==> src/rtl/io_cpx_reqdata_pipe.sv <==
`default_nettype none
// ============================================================================
// Module   : io_cpx_reqdata_pipe
// Purpose  : Retiming pipeline for the IO-to-CPX request/data path with
//            per-destination outstanding-packet credit tracking and sticky
//            overflow/underflow error flags.
// Ports    :
//   rclk                 in   clock, rising edge
//   arst                 in   asynchronous active-high reset
//   io_cpx_req_cq        in   [NREQ] per-destination request (one cycle ahead of data)
//   io_cpx_data_ca       in   [DW]   packet data
//   cpx_io_grant_cx      in   [NREQ] per-destination dequeue grant from CPX
//   err_clr              in   clears sticky error flags
//   io_cpx_req_cq2       out  [NREQ] request delayed STAGES cycles
//   io_cpx_data_ca2      out  [DW]   data delayed STAGES cycles
//   io_cpx_credit_avail  out  [NREQ] destination has room (outstanding < QDEPTH)
//   io_cpx_err_ovf       out  [NREQ] sticky: request to a full destination
//   io_cpx_err_unf       out  [NREQ] sticky: grant with nothing outstanding
// Revision : 1.0 - initial release
// ============================================================================
module io_cpx_reqdata_pipe #(
    parameter int DW     = 145,
    parameter int NREQ   = 8,
    parameter int STAGES = 2,   // legal 1..4
    parameter int QDEPTH = 2,   // legal 1..7
    parameter int CW     = 3    // 2**CW must exceed QDEPTH
) (
    input  logic            rclk,
    input  logic            arst,
    input  logic [NREQ-1:0] io_cpx_req_cq,
    input  logic [DW-1:0]   io_cpx_data_ca,
    input  logic [NREQ-1:0] cpx_io_grant_cx,
    input  logic            err_clr,
    output logic [NREQ-1:0] io_cpx_req_cq2,
    output logic [DW-1:0]   io_cpx_data_ca2,
    output logic [NREQ-1:0] io_cpx_credit_avail,
    output logic [NREQ-1:0] io_cpx_err_ovf,
    output logic [NREQ-1:0] io_cpx_err_unf
);

    localparam logic [CW-1:0] c_qdepth = CW'(QDEPTH);
    localparam logic [CW-1:0] c_one    = CW'(1);

    // ------------------------------------------------------------------------
    // Retiming pipeline. Request and data travel through identical-depth
    // shift registers, so the one-cycle request-to-data offset seen at the
    // input is reproduced exactly at the output. No enable, no gating.
    // ------------------------------------------------------------------------
    logic [NREQ-1:0] r_req_pipe  [STAGES];
    logic [DW-1:0]   r_data_pipe [STAGES];

    always_ff @(posedge rclk or posedge arst) begin
        if (arst) begin
            for (int s = 0; s < STAGES; s++) begin
                r_req_pipe[s]  <= '0;
                r_data_pipe[s] <= '0;
            end
        end else begin
            r_req_pipe[0]  <= io_cpx_req_cq;
            r_data_pipe[0] <= io_cpx_data_ca;
            for (int s = 1; s < STAGES; s++) begin
                r_req_pipe[s]  <= r_req_pipe[s-1];
                r_data_pipe[s] <= r_data_pipe[s-1];
            end
        end
    end

    assign io_cpx_req_cq2  = r_req_pipe[STAGES-1];
    assign io_cpx_data_ca2 = r_data_pipe[STAGES-1];

    // ------------------------------------------------------------------------
    // Per-destination outstanding counters. They are driven from the raw
    // inputs rather than the delayed outputs so that credit already accounts
    // for packets still travelling through the retiming stages.
    // ------------------------------------------------------------------------
    for (genvar i = 0; i < NREQ; i++) begin : g_dest
        logic [CW-1:0] r_cnt;
        logic [CW-1:0] w_cnt_nxt;
        logic          w_ovf_evt;
        logic          w_unf_evt;
        logic          r_credit;
        logic          r_ovf;
        logic          r_unf;

        always_comb begin
            w_cnt_nxt = r_cnt;
            w_ovf_evt = 1'b0;
            w_unf_evt = 1'b0;
            case ({io_cpx_req_cq[i], cpx_io_grant_cx[i]})
                2'b10: begin
                    // Saturate at QDEPTH instead of wrapping.
                    if (r_cnt < c_qdepth) w_cnt_nxt = r_cnt + c_one;
                    else                  w_ovf_evt = 1'b1;
                end
                2'b01: begin
                    if (r_cnt != '0) w_cnt_nxt = r_cnt - c_one;
                    else             w_unf_evt = 1'b1;
                end
                // Simultaneous request and grant cancel out, even when the
                // counter sits at an extreme; idle holds.
                default: ;
            endcase
        end

        always_ff @(posedge rclk or posedge arst) begin
            if (arst) begin
                r_cnt    <= '0;
                r_credit <= 1'b1;
                r_ovf    <= 1'b0;
                r_unf    <= 1'b0;
            end else begin
                r_cnt    <= w_cnt_nxt;
                // Registered look-ahead on the next count keeps credit
                // accurate the cycle after the update without a comb path.
                r_credit <= (w_cnt_nxt < c_qdepth);
                // Clear wins over a same-cycle error event; that event is lost.
                if (err_clr) begin
                    r_ovf <= 1'b0;
                    r_unf <= 1'b0;
                end else begin
                    r_ovf <= r_ovf | w_ovf_evt;
                    r_unf <= r_unf | w_unf_evt;
                end
            end
        end

        assign io_cpx_credit_avail[i] = r_credit;
        assign io_cpx_err_ovf[i]      = r_ovf;
        assign io_cpx_err_unf[i]      = r_unf;
    end

endmodule
`default_nettype wire

==> config.mk <==
export PLATFORM = sky130hd
export DESIGN_NAME = io_cpx_reqdata_pipe
export DESIGN_NICKNAME = d
export VERILOG_FILES = /design/src/rtl/io_cpx_reqdata_pipe.sv
export SDC_FILE = /design/constraint.sdc
export NUM_CORES = 1
export LEC_CHECK = 0
export ABC_AREA = 1
export CAP_MARGIN = 10
export CORE_MARGIN = 3
export CORE_UTILIZATION = 43
export CTS_CLUSTER_SIZE = 25
export DETAILED_ROUTE_END_ITERATION = 8
export PLACE_DENSITY = 0.76
export RECOVER_POWER = 50
export SLEW_MARGIN = 20
export SYNTH_ARGS = -nofsm -noshare
export SYNTH_HDL_FRONTEND = slang
export SYNTH_SLANG_ARGS = --single-unit
==> constraint.sdc <==
create_clock -name rclk -period 10.93 [get_ports rclk]
set_clock_uncertainty 0.15 [all_clocks]
set_input_delay 1.6395 -clock rclk [delete_from_list [all_inputs] [get_ports rclk]]
set_output_delay 1.6395 -clock rclk [all_outputs]
set_load 0.01 [all_outputs]
==> impl_metrics.py <==
metrics = {
    "clock_tree": {
        "hold_buffers": 0,
        "cts_tree": "done",
        "clk_latency_ns": 0.50,
        "postCtsSetupBuffers": 0,
        "cts_buffer_depth": 3,
        "ctsResizeCount": 0,
        "cts_root_buf": "clkbuf_16",
        "cts_made_buffers": 36,
        "clk_pin_slew_ns": 0.06,
        "cts_sinks": 354,
        "ctsHtreeMaxLevel": 2,
    },
    "run_status": {
        "violations": "capacitance limit, slew limit",
        "status": "finished with violations",
    },
    "critical_path": {
        "end_kind": "asynchronous set/reset pin",
        "worstSetupPathType": "in2async",
        "crit_arrival_ns": 4.93,
        "crit_path_start_kind": "input pin",
        "path_max_fanout": 72,
        "cp_data_required_time_ns": 11.29,
    },
    "layout": {
        "final_cell_count_no_fill": 1503,
        "fillers": 2147,
        "drive_gt1_share_pct": 6.211,
        "area_growth_pct": 30.28,
        "seqCellArea_um2": 8869,
        "nNetsFinal": 1305,
        "final_area_um2": 15770,
        "multi_input_comb_area_um2": 1546,
    },
    "logic_synthesis": {
        "netlist_top_cells_count": "346 x dfrtp_1, 177 x buf_4, 114 x nand2_1",
        "yosys_warnings": 0,
        "synth-edff-count": 0,
        "ys_ff_latch": 354,
        "synth_cell_type_count": 23,
        "synth.area.top_cells": "dfrtp_1 72%, buf_4 11%, ha_1 4.1%, nand2_1 3.5%, inv_1 2.3%",
        "syn-num-nets": 1103,
        "async_flop_share_pct": 100.0,
        "synth_flop_cell": "dfrtp_1",
        "postSynthCellCount": 899,
        "synth_area_um2": 12110,
        "avgSynthCellArea_um2": 13.47,
        "yosysTopAreaCell": "dfrtp_1",
        "synth_seq_area_share_pct": 73.25,
        "synth_top_area_share_pct": 71.51,
        "synth.most_common_cell": "dfrtp_1",
    },
    "routing": {
        "avgViaCountPerCell": 4.275,
        "highest_layer": "met5",
        "ant_nets": 0,
        "drc": 0,
        "met2_length_um": 12660,
        "drt_iter0_drc": 338,
        "dr_total_vias": 6426,
        "wirelength_um": 23920,
        "wl_met1_um": 8580,
        "wl_per_cell_um": 15.92,
        "met3_wirelength_um": 2159,
        "dr.pass1.iters": 4,
    },
    "floorplanning": {
        "fp.dieH_um": 173.8,
        "placementRows": 60,
        "die-area_um2": 30210,
        "core_um2": 27330,
        "ioPinCount": 341,
        "die_w_um": 173.8,
        "start_util_pct": 44.31,
    },
    "timing": {
        "tightest_slew_ns": 1.579,
        "hold_violations": 0,
        "fmax_mhz": 218.9,
        "period_minus_slack_ns": 4.569,
        "setup_viol": 0,
        "rsz0062_at_grt": "no",
        "setup_ws_ns": 6.361,
        "drv_slew": 39,
        "fin_crit_sh_pct": 41.80,
        "relSlewSlack_pct": -5.855,
        "final.setup.tns_ns": 0,
    },
    "placed_design": {
        "numPlacedInstances": 1435,
        "port_buffers": 340,
        "dpl.hpwl_um": 16990,
        "place_congestion": 0.7844,
        "dpl-instance-area_um2": 14680,
        "place_ws_ns": 6.232,
    },
    "power_and_ir_drop": {
        "combinationalPowerShare_pct": 16.0,
        "pwr-share-seq_pct": 47.0,
        "peakVddDrop_v": 0.0001219,
        "powerDensity_nw_per_um2": 203.1,
        "p_leak_nw": 7.256,
        "sw_frac_of_total_pct": 25.54,
        "p_switching_mw": 0.8183,
        "p_int_mw": 2.385,
        "pwr-share-clk_pct": 37.0,
    },
    "global_route": {
        "antenna_found_initial": 8,
        "grt_max_degree": 178,
        "grt_usage_pct": 15.73,
        "grt_pass1_wl_um": 37430,
        "grt_pass1_vias": 6934,
        "grt_remaining_overflow": 0,
    },
    "flow_run": {
        "maxCapViolCount": 1,
    },
    "min_path": {
        "hold_class": "reg2reg",
    },
}
sequential cells by signal, summed over array words and instances, names as in the netlist:
register	cells
io_cpx_data_ca2	145
r_data_pipe	145
g_dest.r_cnt	24
g_dest.r_credit	8
g_dest.r_ovf	8
g_dest.r_unf	8
io_cpx_req_cq2	8
r_req_pipe	8
cell families (layout without fill, tap and decap cells):
logic type | Yosys count | count (layout) | share of synthesized area (%)
DFF | 354 | 354 | 73.25
adders and majority gates | 40 | 40 | 4.134
other | 0 | 4 | 0
and+or+nand+nor | 204 | 204 | 7.089
AOI/OAI and AO/OA | 46 | 46 | 2.129
buffers and inverters | 255 | 483 | 13.40
per-stage QoR:
step           hold slack (ns)  util, %  total power, mW
2_1_floorplan           0.1812        -            1.900
3_3_place_gp            0.1811    53.71            2.056
3_5_place_dp            0.1847    53.71            2.081
4_1_cts                 0.1875    57.95            3.284
5_1_grt                 0.1997    57.72            3.383
6_report                0.1907    57.72            3.203
metal layers:
layer	global-route usage, %	up-vias
met4	4.223	4
met3	5.848	49
met2	28.81	248
met1	17.09	3138
li1	-	2987
met5	0	-
cell type report:
class                      count  share of cell area, %
antenna                        4                0.06346
clock buffer                  54                  6.584
clock inverter                10                 0.7615
inverter                      76                  1.816
multi-input combinational    290                  9.804
sequential                   354                  56.22
tap                          372                  2.951
timing repair buffer         343                  21.80
worst paths after layout:
check                                   start                      to  slack (ns)  depth (start not counted)
setup / recovery                         arst         g_dest[0].r_unf        6.36                          4
hold / removal               r_data_pipe[149]      io_cpx_data_ca2[4]        0.19                          0
setup reg to reg           g_dest[2].r_cnt[1]      g_dest[2].r_credit        9.43                          7
hold reg to reg              r_data_pipe[149]      io_cpx_data_ca2[4]        0.19                          0
max in group rclk          g_dest[7].r_credit  io_cpx_credit_avail[7]        7.52                          1
min in group asynchronous                arst     io_cpx_data_ca2[34]        1.83                          2
placed cells by master, fill, tap and decap left out, types with 3 or more instances in the layout:
cell / n
nor2_1: 60
clkinv_2: 4
clkdlybuf4s50_1: 135
ha_1: 40
nand2_1: 114
inv_1: 72
inv_2: 3
diode_2: 4
o21ai_0: 19
dfstp_2: 8
dfrtp_1: 346
a21oi_1: 24
clkbuf_16: 36
clkbuf_8: 7
nand3_1: 25
dlygate4sd3_1: 205
clkbuf_1: 11
worst max-delay path: stages:
cell and delay (ns):
dlygate4sd3_1 0.55, clkinvlp_2 0.92, buf_4 0.84, buf_4 0.82
power groups by stage:
| stage | Combinational (mW) | Clock [mW] | Sequential [mW] |
|---|---|---|---|
| finish | 0.513 | 1.18 | 1.51 |
| global route | 0.583 | 1.28 | 1.52 |
| CTS | 0.556 | 1.22 | 1.51 |
| detailed placement | 0.551 | 0 | 1.53 |
| global placement | 0.531 | 0 | 1.53 |
| floorplan | 0.388 | 0 | 1.51 |
Power figures use the tool's default switching activity.
